`config.mk`:
```
export PLATFORM = sky130hd
export DESIGN_NAME = stripe_rr_scheduler
export DESIGN_NICKNAME = d
export VERILOG_FILES = /design/src/rtl/stripe_rr_scheduler.sv
export SDC_FILE = /design/constraint.sdc
export NUM_CORES = 1
export LEC_CHECK = 0
export BUFFER_PORTS_ARGS = -buffer_cell sky130_fd_sc_hd__buf_4
export CORE_ASPECT_RATIO = 0.6
export CORE_UTILIZATION = 40
export DETAILED_ROUTE_END_ITERATION = 7
export PLACE_DENSITY = 0.68
export SETUP_SLACK_MARGIN = 0.4
export SLEW_MARGIN = 20
export SYNTH_ARGS = -nofsm -noshare
export SYNTH_HDL_FRONTEND = slang
export SYNTH_SLANG_ARGS = --single-unit
```
`constraint.sdc`:
```
create_clock -name clk_2f -period 3 [get_ports clk_2f]
set_input_delay 0.15 -clock clk_2f [delete_from_list [all_inputs] [get_ports clk_2f]]
set_output_delay 0.15 -clock clk_2f [all_outputs]
set_load 0.005 [all_outputs]
```
`src/rtl/stripe_rr_scheduler.sv`:
```
// Round-robin byte scheduler feeding a two-lane striper: grants one FWFT FIFO at a
// time for up to BURST_LEN bytes and pads odd bursts so each owner starts on lane 0.
module stripe_rr_scheduler #(
  parameter int          NREQ      = 4,
  parameter int          BURST_LEN = 8,
  parameter logic [7:0]  PAD_BYTE  = 8'hF7,
  localparam int         SEL_W     = $clog2(NREQ)
) (
  input  logic              clk_2f,
  input  logic              reset,
  input  logic [NREQ-1:0]   fifo_empty,
  input  logic [8*NREQ-1:0] fifo_data,
  input  logic              pause,
  output logic [NREQ-1:0]   fifo_pop,
  output logic              valid_out,
  output logic [7:0]        data_out,
  output logic              pad_flag,
  output logic [SEL_W-1:0]  grant,
  output logic              busy
);

  localparam int CNT_W = $clog2(BURST_LEN) + 1;

  typedef enum logic [1:0] {IDLE, XFER, PAD} state_t;

  state_t             state_q, state_d;
  logic [SEL_W-1:0]   grant_q, grant_d;
  logic [SEL_W-1:0]   last_grant_q, last_grant_d;
  logic [CNT_W-1:0]   cnt_q, cnt_d;
  logic               valid_q, valid_d;
  logic [7:0]         data_q, data_d;
  logic               pad_q, pad_d;
  logic               busy_q, busy_d;

  logic               pop_en;
  logic               pad_issue;
  logic               pick_found;
  logic [SEL_W-1:0]   pick_idx;
  logic [7:0]         src_byte [NREQ];

  for (genvar gi = 0; gi < NREQ; gi++) begin : g_src
    assign src_byte[gi] = fifo_data[8*gi +: 8];
    assign fifo_pop[gi] = pop_en && (grant_q == SEL_W'(gi));
  end

  // Scan from the farthest candidate back to the nearest so the nearest non-empty wins.
  always_comb begin
    int cand;
    cand       = 0;
    pick_found = 1'b0;
    pick_idx   = '0;
    for (int i = NREQ; i >= 1; i--) begin
      cand = int'(last_grant_q) + i;
      if (cand >= NREQ) cand = cand - NREQ;
      if (!fifo_empty[cand]) begin
        pick_found = 1'b1;
        pick_idx   = SEL_W'(cand);
      end
    end
  end

  always_comb begin
    state_d      = state_q;
    grant_d      = grant_q;
    last_grant_d = last_grant_q;
    cnt_d        = cnt_q;
    pop_en       = 1'b0;
    pad_issue    = 1'b0;
    case (state_q)
      IDLE: begin
        if (!pause && pick_found) begin
          grant_d = pick_idx;
          cnt_d   = '0;
          state_d = XFER;
        end
      end
      XFER: begin
        if (!pause) begin
          if (!fifo_empty[grant_q]) begin
            pop_en = 1'b1;
            cnt_d  = cnt_q + 1'b1;
            if (cnt_d == CNT_W'(BURST_LEN)) begin
              state_d      = IDLE;
              last_grant_d = grant_q;
            end
          end else if (cnt_q[0]) begin
            state_d = PAD;
          end else begin
            state_d      = IDLE;
            last_grant_d = grant_q;
          end
        end
      end
      PAD: begin
        if (!pause) begin
          pad_issue    = 1'b1;
          state_d      = IDLE;
          last_grant_d = grant_q;
        end
      end
      default: state_d = IDLE;
    endcase
    // Nothing leaves the FIFOs while reset is held; the burst is simply abandoned.
    if (reset) begin
      pop_en    = 1'b0;
      pad_issue = 1'b0;
    end
  end

  always_comb begin
    valid_d = pop_en | pad_issue;
    pad_d   = pad_issue;
    busy_d  = (state_d != IDLE);
    data_d  = data_q;
    if (pop_en)         data_d = src_byte[grant_q];
    else if (pad_issue) data_d = PAD_BYTE;
  end

  always_ff @(posedge clk_2f) begin
    if (reset) begin
      state_q      <= IDLE;
      grant_q      <= '0;
      last_grant_q <= SEL_W'(NREQ - 1);
      cnt_q        <= '0;
      valid_q      <= 1'b0;
      data_q       <= '0;
      pad_q        <= 1'b0;
      busy_q       <= 1'b0;
    end else begin
      state_q      <= state_d;
      grant_q      <= grant_d;
      last_grant_q <= last_grant_d;
      cnt_q        <= cnt_d;
      valid_q      <= valid_d;
      data_q       <= data_d;
      pad_q        <= pad_d;
      busy_q       <= busy_d;
    end
  end

  assign valid_out = valid_q;
  assign data_out  = data_q;
  assign pad_flag  = pad_q;
  assign grant     = grant_q;
  assign busy      = busy_q;

endmodule

```
; ---- Yosys cells after proc, flatten, opt, wreduce, memory -nomap -nowiden
; Cells that the tools add are included.
; Widths: inputs -> output; s select.
[word_totals]
inputBits = 39
word_cells = 111
ff_bits = 21
[op_classes]
eq_ne = 12
n_reduce_logical = 15
n_bitwise = 2
addsub = 9
order_cmp = 10
n_mux = 55
[op_table]
columns = cell, n
row1 = $lt 32x4->1 const B, 4
row2 = $mux 32, 4
row3 = $mux 8, 4
row4 = $mux 2, 15
row5 = $mux 1, 20
row6 = $bmux 8 s2, 1
row7 = $ge 3x3->1 const B, 4
row8 = $mux 4, 3
row9 = $sub 3x3->4 const B, 3
row10 = $bmux 1 s2, 5
row11 = $ne 2x2->1 const B, 4
row12 = $pmux 4 s2, 1
row13 = $reduce_bool 2->1, 4
row14 = $add 2x2->3 const B, 2
row15 = $eq 2x2->1 const B, 3
row16 = $ne 3x3->1 const B, 2
row17 = $pmux 2 s3, 1
row18 = $logic_and 1x1->1, 5
row19 = $reduce_and 5->1, 1
row20 = $sub 4x3->5 const B, 1
row21 = $add 2x3->4 const B, 1
row22 = $add 4x1->4 const B, 1
row23 = $eq 2x1->1 const B, 2
row24 = $eq 4x4->1 const B, 1
row25 = 10 further kinds, 11

; ---- Logic depth before layout (Yosys ltp)
[depth]
word_depth = 14
ltp_mapped = 8

; ---- Worst setup path after synthesis
; OpenSTA, ideal clock, no wires.
[synth_path]
kind = register to output
from = register grant_q[0], in the netlist grant[0]
to = output port fifo_pop[3]
path_slack_ps = 1202
path_buffers = 2
stages_incl_launch_ff = 7
t_required_ps = 2850
t_arrival_ps = 1648
cell_sequence = dfxtp_1 buf_6 mux4_2 nor2b_4 and2_1 buf_6 and3_1
[synth_via]
elab_chain_cells = 7
word_cells_on_any_way = 8
cone_classes = eq/ne: 1 / mux: 6 / reduce/logical: 1
[synth_lines]
columns = item, line_no
row1 = "start, declared", 27  ; logic [SEL_W-1:0] grant_q, grant_d;
row2 = "start signal, assigned", 131  ; grant_q <= grant_d;
row3 = $bmux 1 s2, 79  ; if (!fifo_empty[grant_q]) begin
row4 = $mux 1 (implied by the code), 79
row5 = $mux 1, 79
row6 = $mux 1, 78  ; if (!pause) begin
row7 = $mux 1, 69  ; case (state_q)
row8 = $mux 1, 104  ; if (reset) begin
row9 = $logic_and 1x1->1 (*), 43  ; assign fifo_pop[gi] = pop_en && (grant_q == SEL_W'(gi));
row10 = "end, declared", 14  ; output logic [NREQ-1:0] fifo_pop,
; Every way passes the cells marked *; elsewhere a longest branch is shown, timed or not. The select of a mux whose other input is x is not followed.

; ---- Worst setup path in the final report
[layout_path]
from = register grant_q[1], in the netlist grant[1]
to = output port fifo_pop[3]
; Same word-level chain as after synthesis.

==> flow_summary.yaml <==
floorplan:
  initial_core_util: 0.425
  dieArea_um2: 3740
  die_h_um: 47.7
  core-area_um2: 3280
  io_pins: 56
  rows: 16
  die_w_um: 78.2
clock_tree:
  post_cts_buffers: 0
  htreeDepth: 1
  numCtsBuffers: 3
  clock-sinks: 21
  cts_max_path_buffers: 2
  clk_latency_ns: 0.26
  cts_tree: "yes"
  clkSlewWorstSetupHoldPaths_ns: 0.07
  hold_buffers: 0
  ctsResizeCount: 0
  cts_root_buf: "clkbuf_8"
detailed_routing:
  vias: 1267
  drtIter0Drc: 37
  first_pass_iters: 4
  wl_per_cell_um: 13.6
  viasPerCell: 5.19
  drc: 0
  drt_wl_total_mm: 3.31
  antenna_left: 0
setup_path:
  cp.required_ns: 2.85
  criticalPathCategory: "flip-flop to primary output"
  arrival_ns: 2.09
  cp-end-kind: "primary output"
  crit_fanout: 18
  regToRegSetupSlack_ns: 1.18
  timing.rr.end: "data_out[1]"
  reg2reg_depth: 6
  critPathLaunchType: "flip-flop"
  r2r-start: "grant[1]"
global_routing:
  grt_max_degree: 19
  overflow: 0
  gr-usage-all-layers: 0.173
  grt_pass1_wl_mm: 4.91
  grt_pass1_vias: 1026
  antenna_found_initial: 0
layout:
  multi_input_area_um2: 897
  antenna_cells: 0
  syn2layout_area_growth_pct: 34.0
  seqCellArea_um2: 420
  drive_above_1_share: 0.432
  fin_nets: 244
  fillCellCount: 313
sta:
  drv_slew: 0
  setup_viol: 0
  rsz0062_at_grt: "false"
  slew_headroom: 0.765
  hold_ws_ns: 0.223
  hold_viol: 0
  clock.fmax_mhz: 446
  worst_pin_slew_ns: 0.351
  fin_crit_ns: 2.24
  setup_ws_ns: 0.755
  fin_crit_sh: 0.748
  fin_tns_setup_ns: 0
  skew_ns: 0.00233
status:
  status: "finished, final reports clean"
power_and_ir_drop:
  power_switching_uw: 184
  p_comb_frac: 0.284
  clkPwrFrac: 0.270
  finalPower_uw: 676
  max-vdd-ir-drop_mv: 0.230
  intPower_uw: 492
  pwr-share-seq: 0.446
  p_leak_uw: 0.000808
  sw_frac_of_total: 0.272
  p_per_area_nw_per_um2: 362
synthesis:
  synth_top_area_frac: 0.301
  ys_ff_latch: 21
  synthFlopType: "dfxtp_1"
  syn_area_um2: 1400
  synth_edf_count: 0
  synth_area_leaders: "dfxtp_1 (30%), mux4_2 (15%), nor3_2 (5.0%)"
  synth.avg_cell_area_um2: 9.49
  synth_area_leader_cell: "dfxtp_1"
  syn_nets: 191
  async_flop_share: 0
  ys_warn_count: 0
  synthesis.instances: 147
  seq_area_frac_synth: 0.301
  ys_types: 42
place:
  hpwl_mm: 2.72
  gp_congestion: 0.807
  post-place-ws_ns: 1.06
  portBuffers: 55
hold_path:
  whs_endpoint: "data_out[3]"
  hp-class: "input pin to flip-flop"
  min_from: "reset"
  hold_depth: 2
job:
  drv_cap: 0
-- power groups by stage --
stage | clock network (uW) | registers, uW | logic, uW
3_5_place_dp | 0 | 308 | 192
6_report | 183 | 302 | 192
5_1_grt | 203 | 303 | 209
2_1_floorplan | 0 | 307 | 121
3_3_place_gp | 0 | 307 | 188
4_1_cts | 187 | 302 | 192
-- flip-flops by register name, summed over array words and instances, names as in the netlist --
register      count
grant             2
state_q           2
cnt_q             4
data_out          8
busy              1
pad_flag          1
valid_out         1
last_grant_q      2
-- synth_stat cells (2+ instances only) --
master / n
and2_1: 5
ha_1: 5
inv_1: 5
nand2_2: 2
nor3b_2: 2
buf_2: 2
and3_1: 2
nand3_1: 2
a21oi_1: 5
nor3_2: 7
mux4_2: 9
buf_6: 2
nor2_1: 15
clkbuf_1: 4
o21ai_0: 6
o22ai_1: 2
nor3_1: 9
nand2b_1: 3
o21a_1: 2
mux2_2: 2
a31oi_1: 4
dfxtp_1: 21
mux2i_1: 4
nand2_1: 9
-- worst max-delay path by stage --
stage | from | end | slack (ns)
2_1_floorplan | grant[0] | fifo_pop[3] | 1.20
3_3_place_gp | grant[1] | fifo_pop[3] | 1.11
3_5_place_dp | grant[1] | fifo_pop[3] | 1.06
4_1_cts | grant[1] | fifo_pop[3] | 0.78
5_1_grt | grant[1] | fifo_pop[3] | 0.66
6_report | grant[1] | fifo_pop[3] | 0.76
-- cell usage in the layout (no fill, tap or decap), types with 3 or more instances in the layout --
cell / n
buf_4: 57
nand2b_1: 3
clkbuf_8: 3
nor3_2: 7
ha_1: 5
dfxtp_1: 21
inv_1: 5
and2_1: 5
mux4_2: 9
nor3_1: 9
nor2_1: 15
a31oi_1: 4
a21oi_1: 5
o21ai_0: 6
mux2i_1: 4
nand2_1: 9
-- per-stage QoR --
| step | utilization | std cells | area [um^2] |
|---|---|---|---|
| after CTS | 0.569 | 244 | 1870 |
| after detailed placement | 0.556 | 240 | 1820 |
| after global routing | 0.569 | 244 | 1870 |
| final | 0.569 | 244 | 1870 |
| after floorplan | - | 147 | 1400 |
| after global placement | 0.556 | 240 | 1820 |
-- routing by layer --
layer | up-vias | routed length (um) | share of wire | global-route usage
li1 | 638 | - | - | -
met1 | 596 | 1660 | 0.50 | 0.258
met2 | 33 | 1470 | 0.44 | 0.263
met3 | 0 | 180 | 0.054 | 0.0514
met4 | 0 | 0 | 0 | 0
met5 | - | 0 | 0 | 0
-- layout make-up --
cell class              count  share of cell area
well taps                  45              0.0301
multi-input cells         111               0.480
clock buffers               4              0.0241
repair buffers             57               0.229
inverters                   6              0.0120
flip-flops and latches     21               0.225
-- cell families (layout without fill, tap and decap cells) --
group | after synthesis | in the layout | synth area share
adder cells (fa/ha/maj) | 5 | 5 | 0.0448
multiplexers | 15 | 15 | 0.190
flip-flops | 21 | 21 | 0.301
AND/OR/NAND/NOR | 63 | 63 | 0.269
AO/OA/AOI/OAI | 28 | 28 | 0.139
buffers and inverters | 15 | 67 | 0.0556
-- critical path, cell delays in order (launching register included) --
cell and delay [ns]:
dfxtp_1 0.31, buf_4 0.23, mux4_2 0.40, nor2b_4 0.20, and2_1 0.37, and3_1 0.21, buf_4 0.10
No activity file was read; power rests on OpenSTA's default activity.
